===== src/rtl/fmad_pkg.sv =====
// Shared types and sizing helpers for the fused multiply-add/subtract block.
package fmad_pkg;

  localparam int DEF_WIDTH = 8;

  typedef enum logic [1:0] {
    IDLE = 2'd0,
    MUL  = 2'd1,
    ADD  = 2'd2,
    DONE = 2'd3
  } state_e;

  // The full unsigned product of two WIDTH-bit operands always fits in 2*WIDTH bits.
  function automatic int out_width(input int width);
    return 2 * width;
  endfunction

endpackage


===== src/rtl/fmad_mul.sv =====
// Sequential shift-add multiplier: one partial product per cycle, multiplier LSB first.
module fmad_mul
  import fmad_pkg::*;
#(
  parameter int WIDTH    = DEF_WIDTH,
  parameter int OUTWIDTH = out_width(WIDTH)
) (
  input  logic                clock,
  input  logic                reset,
  input  logic                load,
  input  logic                busy,
  input  logic [WIDTH-1:0]    a,
  input  logic [WIDTH-1:0]    b,
  output logic [OUTWIDTH-1:0] product
);

  logic [OUTWIDTH-1:0] acc_q, acc_d;
  logic [OUTWIDTH-1:0] mcand_q, mcand_d;
  logic [WIDTH-1:0]    mplier_q, mplier_d;

  always_comb begin
    acc_d    = acc_q;
    mcand_d  = mcand_q;
    mplier_d = mplier_q;
    if (load) begin
      acc_d    = '0;
      mcand_d  = OUTWIDTH'(a);
      mplier_d = b;
    end else if (busy) begin
      if (mplier_q[0]) acc_d = acc_q + mcand_q;
      mcand_d  = mcand_q << 1;
      mplier_d = mplier_q >> 1;
    end
  end

  always_ff @(posedge clock or negedge reset) begin
    if (!reset) begin
      acc_q    <= '0;
      mcand_q  <= '0;
      mplier_q <= '0;
    end else begin
      acc_q    <= acc_d;
      mcand_q  <= mcand_d;
      mplier_q <= mplier_d;
    end
  end

  assign product = acc_q;

endmodule


===== src/rtl/fmad.sv =====
// Fused multiply-add: R = +/-(a*b +/- addend) mod 2^OUTWIDTH, WIDTH+2 cycles start-to-done.
//   state | meaning
//   IDLE  | waiting for start; operands latched on the start edge
//   MUL   | WIDTH shift-add steps in fmad_mul
//   ADD   | add/subtract addend, optional negate, register result
//   DONE  | one-cycle fmadDone pulse
module fmad
  import fmad_pkg::*;
#(
  parameter int WIDTH    = DEF_WIDTH,
  parameter int OUTWIDTH = out_width(WIDTH)
) (
  input  logic                clock,
  input  logic                reset,
  input  logic                start,
  input  logic [WIDTH-1:0]    fmadMulIn1,
  input  logic [WIDTH-1:0]    fmadMulIn2,
  input  logic [OUTWIDTH-1:0] fmadAddIn,
  input  logic                sub,
  input  logic                negate,
  output logic [OUTWIDTH-1:0] fmadOut,
  output logic                fmadDone
);

  localparam int CW = $clog2(WIDTH + 1);

  state_e              state_q;
  logic [CW-1:0]       cnt_q;
  logic [OUTWIDTH-1:0] addend_q;
  logic                sub_q;
  logic                neg_q;
  logic [OUTWIDTH-1:0] out_q;
  logic                done_q;

  logic                load;
  logic                busy;
  logic [OUTWIDTH-1:0] product;
  logic [OUTWIDTH-1:0] sum_d;
  logic [OUTWIDTH-1:0] out_d;

  assign load = (state_q == IDLE) && start;
  assign busy = (state_q == MUL);

  fmad_mul #(
    .WIDTH   (WIDTH),
    .OUTWIDTH(OUTWIDTH)
  ) u_mul (
    .clock  (clock),
    .reset  (reset),
    .load   (load),
    .busy   (busy),
    .a      (fmadMulIn1),
    .b      (fmadMulIn2),
    .product(product)
  );

  always_comb begin
    sum_d = sub_q ? (product - addend_q) : (product + addend_q);
    out_d = neg_q ? (~sum_d + OUTWIDTH'(1)) : sum_d;
  end

  // cnt_q counts remaining MUL steps; leaving on zero gives exactly WIDTH MUL cycles.
  always_ff @(posedge clock or negedge reset) begin
    if (!reset) begin
      state_q  <= IDLE;
      cnt_q    <= '0;
      addend_q <= '0;
      sub_q    <= 1'b0;
      neg_q    <= 1'b0;
      out_q    <= '0;
      done_q   <= 1'b0;
    end else begin
      done_q <= 1'b0;
      unique case (state_q)
        IDLE: begin
          if (start) begin
            addend_q <= fmadAddIn;
            sub_q    <= sub;
            neg_q    <= negate;
            cnt_q    <= CW'(WIDTH - 1);
            state_q  <= MUL;
          end
        end
        MUL: begin
          if (cnt_q == '0) state_q <= ADD;
          else             cnt_q   <= cnt_q - CW'(1);
        end
        ADD: begin
          out_q   <= out_d;
          done_q  <= 1'b1;
          state_q <= DONE;
        end
        DONE: state_q <= IDLE;
        default: state_q <= IDLE;
      endcase
    end
  end

  assign fmadOut  = out_q;
  assign fmadDone = done_q;

endmodule


===== config.mk =====
export PLATFORM = sky130hd
export DESIGN_NAME = fmad
export DESIGN_NICKNAME = d
export VERILOG_FILES = /design/src/rtl/fmad_pkg.sv /design/src/rtl/fmad_mul.sv /design/src/rtl/fmad.sv
export SDC_FILE = /design/constraint.sdc
export NUM_CORES = 1
export LEC_CHECK = 0
export ABC_AREA = 1
export CORE_MARGIN = 4
export CORE_UTILIZATION = 53
export DETAILED_ROUTE_END_ITERATION = 6
export PLACE_DENSITY = 0.77
export SLEW_MARGIN = 20
export SYNTH_ARGS = -nofsm -noshare
export SYNTH_HDL_FRONTEND = slang
export SYNTH_HIERARCHICAL = 1
export SYNTH_SLANG_ARGS = --single-unit

===== constraint.sdc =====
create_clock -name clock -period 2.52 [get_ports clock]
set_input_delay 0.756 -clock clock [delete_from_list [all_inputs] [get_ports clock]]
set_output_delay 0.756 -clock clock [all_outputs]
set_load 0.1 [all_outputs]

==> metrics.yaml <==
status: "finished, violations left"
violations: "setup timing"
yosysMostFrequentCell: "nand2_1"
synth_warnings: 6
hp-class: "input port to async pin"
syn_nets: 928
setup_violations: 10
rsz0062_at_grt: "yes"
endpoint_kind: "flip-flop"
setup.worst_path.class: "flip-flop to flip-flop"
worst_pin_slew_ns: 0.549
ys_types: 40
grtUsageTotal: 0.235
design_area_mm2: 0.00771
initial_core_util: 0.542
grt_max_degree: 44
port_buffers: 53
cts_tree: "yes"
antenna_found_initial: 0
critPathRequiredTime_ns: 2.80
synthCells: 852
hold_viol_final: 0
vias: 5748
relSlewSlack: 0.634
fillers: 889
area_delta_synth_final_pct: 30.7
die_area_mm2: 0.0129
synthesis.area_mm2: 0.00590
syn_avg_cell_area_um2: 6.92
ys_seq_area_frac: 0.344
crit_path_max_fanout: 4
grt_pass1_wl_um: 24400
rows: 38
drc: 0
cts_root_buf: "clkbuf_8"
post-dp-hpwl_um: 10900
clkTransAtPathRegs_ns: 0.10
pre_cts_slack_ns: -0.338
grt.overflow.total: 0
holdWs_ns: 0.224
place_congestion: 0.950
grt_pass1_vias: 5328
drt_iter0_drc: 384
htreeDepth: 3
insertion_delay_ns: 0.39
chipWidth_um: 114
ys.flop_type: "dfrtp_1"
cap_violations: 0
drt_first_pass_iters: 6
critPathLaunchType: "flip-flop"
synth_top_cells_by_count: "302 x nand2_1, 132 x inv_1, 81 x dfrtp_1"
netlist.area_leader.share: 0.344
synthTopCellsByArea: "dfrtp_1 34%, nand2_1 19%, inv_1 8.4%"
synth-async-reset-ratio: 1.00
fmaxAchievable_ghz: 0.354
drive_gt1_frac: 0.242
diodes: 0
wl_per_cell_um: 13.2
setup_tns_ns: -2.19
cts_made_buffers: 9
fin_skew_ns: 0.0179
report.final.slew_viol_count: 0
coreArea_mm2: 0.0109
routed_wl_um: 15000
reg2regPathDepth: 24
clockBufferDepth: 2
fin_nets: 1061
period_needed_ns: 2.82
fin_ws_ns: -0.303
period_share: 1.12
synth_edf_count: 0
multi_input_area_mm2: 0.00362
ys_ff_latch: 81
ff_latch_area_mm2: 0.00203
synth_top_area_cell: "dfrtp_1"
arrival_ns: 3.10
drt.antenna.violating_nets: 0
die_h_um: 114
avgViaCountPerCell: 5.09
cts_sinks: 81
io_pins: 54
postPlaceCellArea_mm2: 0.00703
-- layer usage --
metal	share of wire	up-vias	routed length [um]	GRT usage
met5	0	-	0	0
met4	0.034	0	503	0.111
met3	0.049	39	733	0.0340
met2	0.46	160	6880	0.370
met1	0.46	2605	6840	0.319
li1	-	2944	-	-
-- placed cells by master (no fill, tap or decap), types with 12 or more instances in the layout --
master             n
clkdlybuf4s50_1   35
nor2_1            25
nand2_1          279
nor2_2            13
nand2_2           36
a21oi_1           26
dfrtp_1           81
ha_1              25
inv_2             19
inv_1            125
o21ai_1           12
buf_4             99
o21ai_0           28
xor2_1            20
nand3_1           46
-- area by class of cell --
cell class,instances,share of cell area
clock inverters,6,0.0105
repair buffers,136,0.146
well taps,140,0.0227
flip-flops and latches,81,0.263
clock buffers,10,0.0179
multi-input cells,612,0.469
inverters,145,0.0706
-- final timing paths --
path | from | to | slack (ns)
worst min register to register | fmadOut[7] | fmadOut[7] | 0.49
worst max-delay path | addend_q[0] | fmadOut[14] | -0.30
worst max register to register | addend_q[0] | fmadOut[14] | -0.30
min in group clock | fmadOut[7] | fmadOut[7] | 0.49
max in group asynchronous | reset | fmadOut[11] | 1.71
worst min-delay path | reset | u_mul/product[3] | 0.22
-- sequential cells by signal, indices dropped and copies added (netlist names) --
register,cells
fmadOut,16
u_mul/product,16
cnt_q,4
state_q,2
u_mul/mcand_q,16
neg_q,1
fmadDone,1
sub_q,1
u_mul/mplier_q,8
addend_q,16
-- repair_timing --
item / 4_1_cts / 5_1_grt
pin swaps: 22 / 32
setup endpoints to repair: 11 / 12
resized for setup: 39 / 41
buffers inserted: 16 / 3
hold buffers: 0 / 0
-- stage by stage --
step	util	instances
after floorplan	-	852
after global placement	0.646	1095
after detailed placement	0.646	1095
after CTS	0.694	1127
after global routing	0.708	1130
final	0.708	1130
-- kinds of logic (layout without fill, tap and decap cells) --
kind of cell,after synthesis,in the layout,share of synthesized area
adders and majority gates,39,39,0.0853
AOI/OAI and AO/OA,98,98,0.0957
buffers and inverters,159,297,0.106
and+or+nand+nor,451,451,0.334
xor gates and xnor gates,24,24,0.0356
DFF,81,81,0.344
-- critical path, cell delays in order, from the launching register on --
cell and delay, ns:
dfrtp_1 0.41, inv_2 0.08, ha_4 0.13, inv_2 0.04, nor2_4 0.10, inv_2 0.06
nor2_4 0.13, a31oi_2 0.11, xor2_1 0.16, inv_1 0.09, ha_4 0.31, nand2_2 0.06
buf_4 0.13, nor2_2 0.10, nand2_1 0.12, nand2_1 0.08, nand2_1 0.04, nand2_1 0.08
nand2_1 0.07, nor2_1 0.11, nand2_1 0.08, nand2_1 0.06, nand2_1 0.06, nand3_1 0.06
nand2_1 0.05
Power is left out: the tool's default activity adds up to more than one toggle a clock period on the data nets, which glitch-free logic cannot reach.
